$ cat src/rtl/breath_duty_ramp.sv
// breath_duty_ramp: triangle-with-plateaus duty ramp for a breathing-light PWM, one "breath" per cycle.
// Ports: clk, rst (sync, active-high), en, pwm_period_end (period-boundary pulse) -> duty, dir, cycle_done.
// Latency/backpressure: outputs registered 1 clk after the qualifying pulse (+1 clk with BREATH_GAMMA_EN); no backpressure.
// Optional macro BREATH_GAMMA_EN: adds a registered perceptual (squared) map on duty and delays dir/cycle_done to match.
module breath_duty_ramp #(
  parameter int DUTY_W           = 8,
  parameter int DUTY_MAX         = 255,
  parameter int STEP             = 1,
  parameter int PERIODS_PER_STEP = 4,
  parameter int HOLD_PERIODS     = 16
) (
  input  logic              clk,
  input  logic              rst,
  input  logic              en,
  input  logic              pwm_period_end,
  output logic [DUTY_W-1:0] duty,
  output logic              dir,
  output logic              cycle_done
);

  localparam int PC_MAX    = (PERIODS_PER_STEP > HOLD_PERIODS) ? PERIODS_PER_STEP : HOLD_PERIODS;
  localparam int PCW       = (PC_MAX > 1) ? $clog2(PC_MAX) : 1;
  // HOLD states are unreachable when HOLD_PERIODS==0; keep the compare constant legal.
  localparam int HOLD_LAST = (HOLD_PERIODS > 0) ? HOLD_PERIODS - 1 : 0;

  localparam logic [DUTY_W:0]   STEP_W   = STEP[DUTY_W:0];
  localparam logic [DUTY_W:0]   DMAX_W   = DUTY_MAX[DUTY_W:0];
  localparam logic [DUTY_W-1:0] DMAX     = DUTY_MAX[DUTY_W-1:0];
  localparam logic [PCW-1:0]    STEP_END = PCW'(PERIODS_PER_STEP - 1);
  localparam logic [PCW-1:0]    HOLD_END = PCW'(HOLD_LAST);

  typedef enum logic [2:0] {
    S_IDLE,
    S_RISE,
    S_HOLD_HI,
    S_FALL,
    S_HOLD_LO
  } state_t;

  state_t            state_q, state_d;
  logic [PCW-1:0]    pc_q, pc_d;
  logic [DUTY_W-1:0] lin_q, lin_d;
  logic              dir_q, dir_d;
  logic              done_q, done_d;

  logic [DUTY_W:0]   sum_w;
  logic [DUTY_W-1:0] inc_v;
  logic [DUTY_W-1:0] dec_v;

  always_comb begin
    state_d = state_q;
    pc_d    = pc_q;
    lin_d   = lin_q;
    done_d  = 1'b0;

    // One extra bit on the add so a step past DUTY_MAX saturates instead of wrapping.
    sum_w = {1'b0, lin_q} + STEP_W;
    inc_v = (sum_w >= DMAX_W) ? DMAX : sum_w[DUTY_W-1:0];
    dec_v = ({1'b0, lin_q} <= STEP_W) ? '0 : (lin_q - STEP_W[DUTY_W-1:0]);

    if (!en) begin
      // Abrupt stop: no ramp-down, no breath credit.
      state_d = S_IDLE;
      pc_d    = '0;
      lin_d   = '0;
    end else begin
      unique case (state_q)
        S_IDLE: begin
          state_d = S_RISE;
          pc_d    = '0;
          lin_d   = '0;
        end
        S_RISE: if (pwm_period_end) begin
          if (pc_q == STEP_END) begin
            pc_d  = '0;
            lin_d = inc_v;
            if (inc_v == DMAX) state_d = (HOLD_PERIODS == 0) ? S_FALL : S_HOLD_HI;
          end else begin
            pc_d = pc_q + PCW'(1);
          end
        end
        S_HOLD_HI: if (pwm_period_end) begin
          if (pc_q == HOLD_END) begin
            pc_d    = '0;
            state_d = S_FALL;
          end else begin
            pc_d = pc_q + PCW'(1);
          end
        end
        S_FALL: if (pwm_period_end) begin
          if (pc_q == STEP_END) begin
            pc_d  = '0;
            lin_d = dec_v;
            if (dec_v == '0) begin
              if (HOLD_PERIODS == 0) begin
                state_d = S_RISE;
                done_d  = 1'b1;
              end else begin
                state_d = S_HOLD_LO;
              end
            end
          end else begin
            pc_d = pc_q + PCW'(1);
          end
        end
        S_HOLD_LO: if (pwm_period_end) begin
          if (pc_q == HOLD_END) begin
            pc_d    = '0;
            state_d = S_RISE;
            done_d  = 1'b1;
          end else begin
            pc_d = pc_q + PCW'(1);
          end
        end
        default: begin
          state_d = S_IDLE;
          pc_d    = '0;
          lin_d   = '0;
        end
      endcase
    end

    dir_d = (state_d == S_RISE) || (state_d == S_HOLD_HI);
  end

  always_ff @(posedge clk) begin
    if (rst) begin
      state_q <= S_IDLE;
      pc_q    <= '0;
      lin_q   <= '0;
      dir_q   <= 1'b0;
      done_q  <= 1'b0;
    end else begin
      state_q <= state_d;
      pc_q    <= pc_d;
      lin_q   <= lin_d;
      dir_q   <= dir_d;
      done_q  <= done_d;
    end
  end

`ifdef BREATH_GAMMA_EN
  logic [2*DUTY_W-1:0] sq_w;
  logic [DUTY_W-1:0]   gam_w;
  logic [DUTY_W-1:0]   duty_q;
  logic                dir2_q;
  logic                done2_q;

  // Squared map keeps low duty dim; the peak is pinned so the top of the breath still reaches DUTY_MAX.
  always_comb begin
    sq_w  = {{DUTY_W{1'b0}}, lin_q} * {{DUTY_W{1'b0}}, lin_q};
    gam_w = (lin_q == DMAX) ? DMAX : DUTY_W'(sq_w >> DUTY_W);
  end

  always_ff @(posedge clk) begin
    if (rst) begin
      duty_q  <= '0;
      dir2_q  <= 1'b0;
      done2_q <= 1'b0;
    end else begin
      duty_q  <= gam_w;
      dir2_q  <= dir_q;
      done2_q <= done_q;
    end
  end

  assign duty       = duty_q;
  assign dir        = dir2_q;
  assign cycle_done = done2_q;
`else
  assign duty       = lin_q;
  assign dir        = dir_q;
  assign cycle_done = done_q;
`endif

endmodule
$ cat config.mk
export PLATFORM = sky130hd
export DESIGN_NAME = breath_duty_ramp
export DESIGN_NICKNAME = d
export VERILOG_FILES = /design/src/rtl/breath_duty_ramp.sv
export SDC_FILE = /design/constraint.sdc
export NUM_CORES = 1
export LEC_CHECK = 0
export BUFFER_PORTS_ARGS = -buffer_cell sky130_fd_sc_hd__buf_4
export CORE_MARGIN = 10
export CORE_UTILIZATION = 63
export DETAILED_ROUTE_END_ITERATION = 6
export PLACE_DENSITY = 0.84
export SLEW_MARGIN = 30
export SYNTH_ARGS = -nofsm -noshare
export SYNTH_HDL_FRONTEND = slang
export SYNTH_SLANG_ARGS = --single-unit
$ cat constraint.sdc
create_clock -name clk -period 3.2 [get_ports clk]
set_input_delay 0.16 -clock clk [delete_from_list [all_inputs] [get_ports clk]]
set_output_delay 0.16 -clock clk [all_outputs]
set_load 0.01 [all_outputs]
==> impl_metrics.env <==
export IMPL_ant_nets=0
export IMPL_area_delta_synth_final_pct=7.02
export IMPL_cts_resized=0
export IMPL_irDropWorstVdd_v=0.000296
export IMPL_synth_area_sq_um=1510
export IMPL_avgViaCountPerCell=6.93
export IMPL_end_kind="flop"
export IMPL_status="completed"
export IMPL_diodes=0
export IMPL_yosys_warnings=0
export IMPL_drive_gt1_frac=0.141
export IMPL_slowest_delay_ns=0.73
export IMPL_yosysSeqAreaShare=0.225
export IMPL_synth_ff_type="dfxtp_1"
export IMPL_fp_coreArea_sq_um=2250
export IMPL_fin_worst_skew_ns=0.000728
export IMPL_grt_pass1_vias=1434
export IMPL_drt_iter0_markers=198
export IMPL_critPathMaxFanout=14
export IMPL_holdBufCountCts=0
export IMPL_pre_cts_ws_ns=0.756
export IMPL_die_x_microns=69.0
export IMPL_io_pins=14
export IMPL_gp_congestion=0.925
export IMPL_h_tree_depth=1
export IMPL_die_h_microns=69.0
export IMPL_crit_path_top_delay_cell="o31ai_2"
export IMPL_path_class="flop to flop"
export IMPL_setup_violations=0
export IMPL_die_area_sq_um=4760
export IMPL_synthArstFlopShare=0
export IMPL_synth_cell_types=54
export IMPL_clk_latency_ns=0.29
export IMPL_worst_slew_pin_slew_ns=0.882
export IMPL_synth_seq_cells=17
export IMPL_placementRows=17
export IMPL_worstPathRequired_ns=3.37
export IMPL_firstDrtPassIters=5
export IMPL_clk_pin_slew_worst_paths_ns=0.10
export IMPL_path_cells="inv_1, ha_1, o21bai_1, o31ai_2, o21ai_0, a22oi_1, a31oi_1"
export IMPL_start_util=0.671
export IMPL_slew_headroom=0.409
export IMPL_cts_sinks=17
export IMPL_syn_inst=201
export IMPL_hold_class="input pin to flop"
export IMPL_period_minus_slack_ns=2.56
export IMPL_tns_ns=0
export IMPL_drv_slew=0
export IMPL_cts_tree="built"
export IMPL_wire_per_inst_microns=17.2
export IMPL_max_cap_violations=0
export IMPL_antenna_found_initial=0
export IMPL_drt_wl_total_microns=4000
export IMPL_drc=0
export IMPL_fin_nets=215
export IMPL_finalCritPeriodShare=0.801
export IMPL_layout_setup_ws_ns=0.636
export IMPL_powerDensity_nw_per_um2=277
export IMPL_max_freq_mhz=390
export IMPL_final_core_util=0.719
export IMPL_hold_viol=0
export IMPL_avgSynthCellArea_sq_um=7.53
export IMPL_gr_total_overflow=0
export IMPL_dp_hpwl_microns=2880
export IMPL_grt_pass1_wl_microns=6610
export IMPL_grt_max_degree=18
export IMPL_cts_buffers=3
export IMPL_p_leak_nw=0.591
export IMPL_io_buffer_count=13
export IMPL_rsz0062_at_grt="no"
export IMPL_cts_setup_buffers=0
export IMPL_crit_arrival_ns=2.74
export IMPL_grtUsageTotal=0.154
export IMPL_syn_num_nets=210
export IMPL_via_count=1615
export IMPL_root_buffer="clkbuf_4"
export IMPL_start_kind="flop"
export IMPL_synth_edf_count=0
export IMPL_cts_buffer_depth=2
## final cells by class
type,count,area (sq um)
multi-input cells,164,1090
repair buffers,14,105
clock buffers,4,26.3
flip-flops and latches,17,340
well taps,28,35.0
inverters,6,22.5
fillers,189,634
## synth_stat cells, drive strengths merged (2+ instances only)
| library cell | instances | area (sq um) |
|---|---|---|
| o2111ai | 2 | 17.5 |
| nand3b | 5 | 37.5 |
| dfxtp | 17 | 340 |
| nand2 | 14 | 52.6 |
| a31oi | 6 | 37.5 |
| o21bai | 3 | 22.5 |
| nand4 | 2 | 18.8 |
| nand3 | 4 | 20.0 |
| a21boi | 3 | 22.5 |
| o211ai | 3 | 27.5 |
| buf | 5 | 26.3 |
| o2bb2ai | 4 | 35.0 |
| clkbuf | 9 | 33.8 |
| a21oi | 15 | 75.1 |
| and3 | 5 | 31.3 |
| ha | 5 | 62.6 |
| or3 | 2 | 17.5 |
| or3b | 2 | 17.5 |
| inv | 6 | 22.5 |
| o22ai | 2 | 12.5 |
| nor3b | 6 | 50.1 |
| mux2i | 2 | 20.0 |
| and3b | 2 | 17.5 |
| o221ai | 3 | 26.3 |
| nor2 | 14 | 52.6 |
| nor2b | 5 | 31.3 |
| o21ai | 21 | 105 |
| o31ai | 4 | 40.0 |
| o311ai | 2 | 17.5 |
| nor3 | 11 | 55.1 |
## worst max-delay path: cells and delay by family, from the launching register on
kind                       cells  cell delay [ns]
DFF                            1             0.47
AOI/OAI and AO/OA              5             1.43
adders and majority gates      1             0.32
buffers and inverters          1             0.22
## routing by layer
| metal | track usage | share of wire | up-vias |
|---|---|---|---|
| met5 | 0 | 0 | - |
| met4 | 0.0576 | 0.014 | 0 |
| met3 | 0.0428 | 0.093 | 10 |
| met2 | 0.240 | 0.47 | 84 |
| met1 | 0.195 | 0.42 | 747 |
| li1 | - | - | 774 |
## power by group
group          leakage, nW  internal [mW]  switching, mW  total, mW
Combinational        0.438         0.0377         0.0585     0.0961
Clock               0.0150         0.0485         0.0672      0.116
Sequential           0.138          0.218         0.0183      0.236
## cell usage in the layout (no fill, tap or decap), drive strengths merged, types with 5 or more instances in the layout
master	netlist	routed
and3	5	5
buf	5	14
ha	5	5
inv	6	6
nor3	11	11
nor3b	6	6
a21oi	15	15
o21ai	21	21
a31oi	6	6
nand2	14	14
dfxtp	17	17
nor2b	5	5
nand3b	5	5
nor2	14	14
## sequential cells by signal, summed over array words and instances (netlist names)
| signal | count |
|---|---|
| cycle_done | 1 |
| duty | 8 |
| dir | 1 |
| pc_q | 4 |
| state_q | 3 |
## path summary, 6_finish.rpt
path	startpoint	cells past startpoint	slack [ns]	endpoint
worst min register to register	pc_q[1]$_SDFFE_PP0P_	2	0.55	pc_q[1]$_SDFFE_PP0P_
worst min-delay path	pwm_period_end	3	0.15	dir$_SDFF_PP0_
worst max-delay path	duty[0]$_SDFFE_PP0P_	7	0.64	duty[3]$_SDFFE_PP0P_
worst max register to register	duty[0]$_SDFFE_PP0P_	7	0.64	duty[3]$_SDFFE_PP0P_
## cell families after synthesis
kind of cell | count (synthesis) | synth area share
fa+ha+maj | 6 | 0.0479
buf+inv | 20 | 0.0545
flops | 17 | 0.225
compound gates | 76 | 0.350
xor+xnor | 1 | 0.00579
mux | 2 | 0.0132
simple gates | 79 | 0.303
## stage by stage
step / cells / cell area (sq um) / hold slack [ns] / power [mW]
floorplan: 201 / 1510 / 0.310 / 0.305
global placement: 229 / 1590 / 0.450 / 0.329
detailed placement: 229 / 1590 / 0.453 / 0.334
CTS: 233 / 1620 / 0.154 / 0.447
global route: 233 / 1620 / 0.178 / 0.469
finish: 233 / 1620 / 0.151 / 0.448
Note: power is estimated with default switching activity, not from simulation.
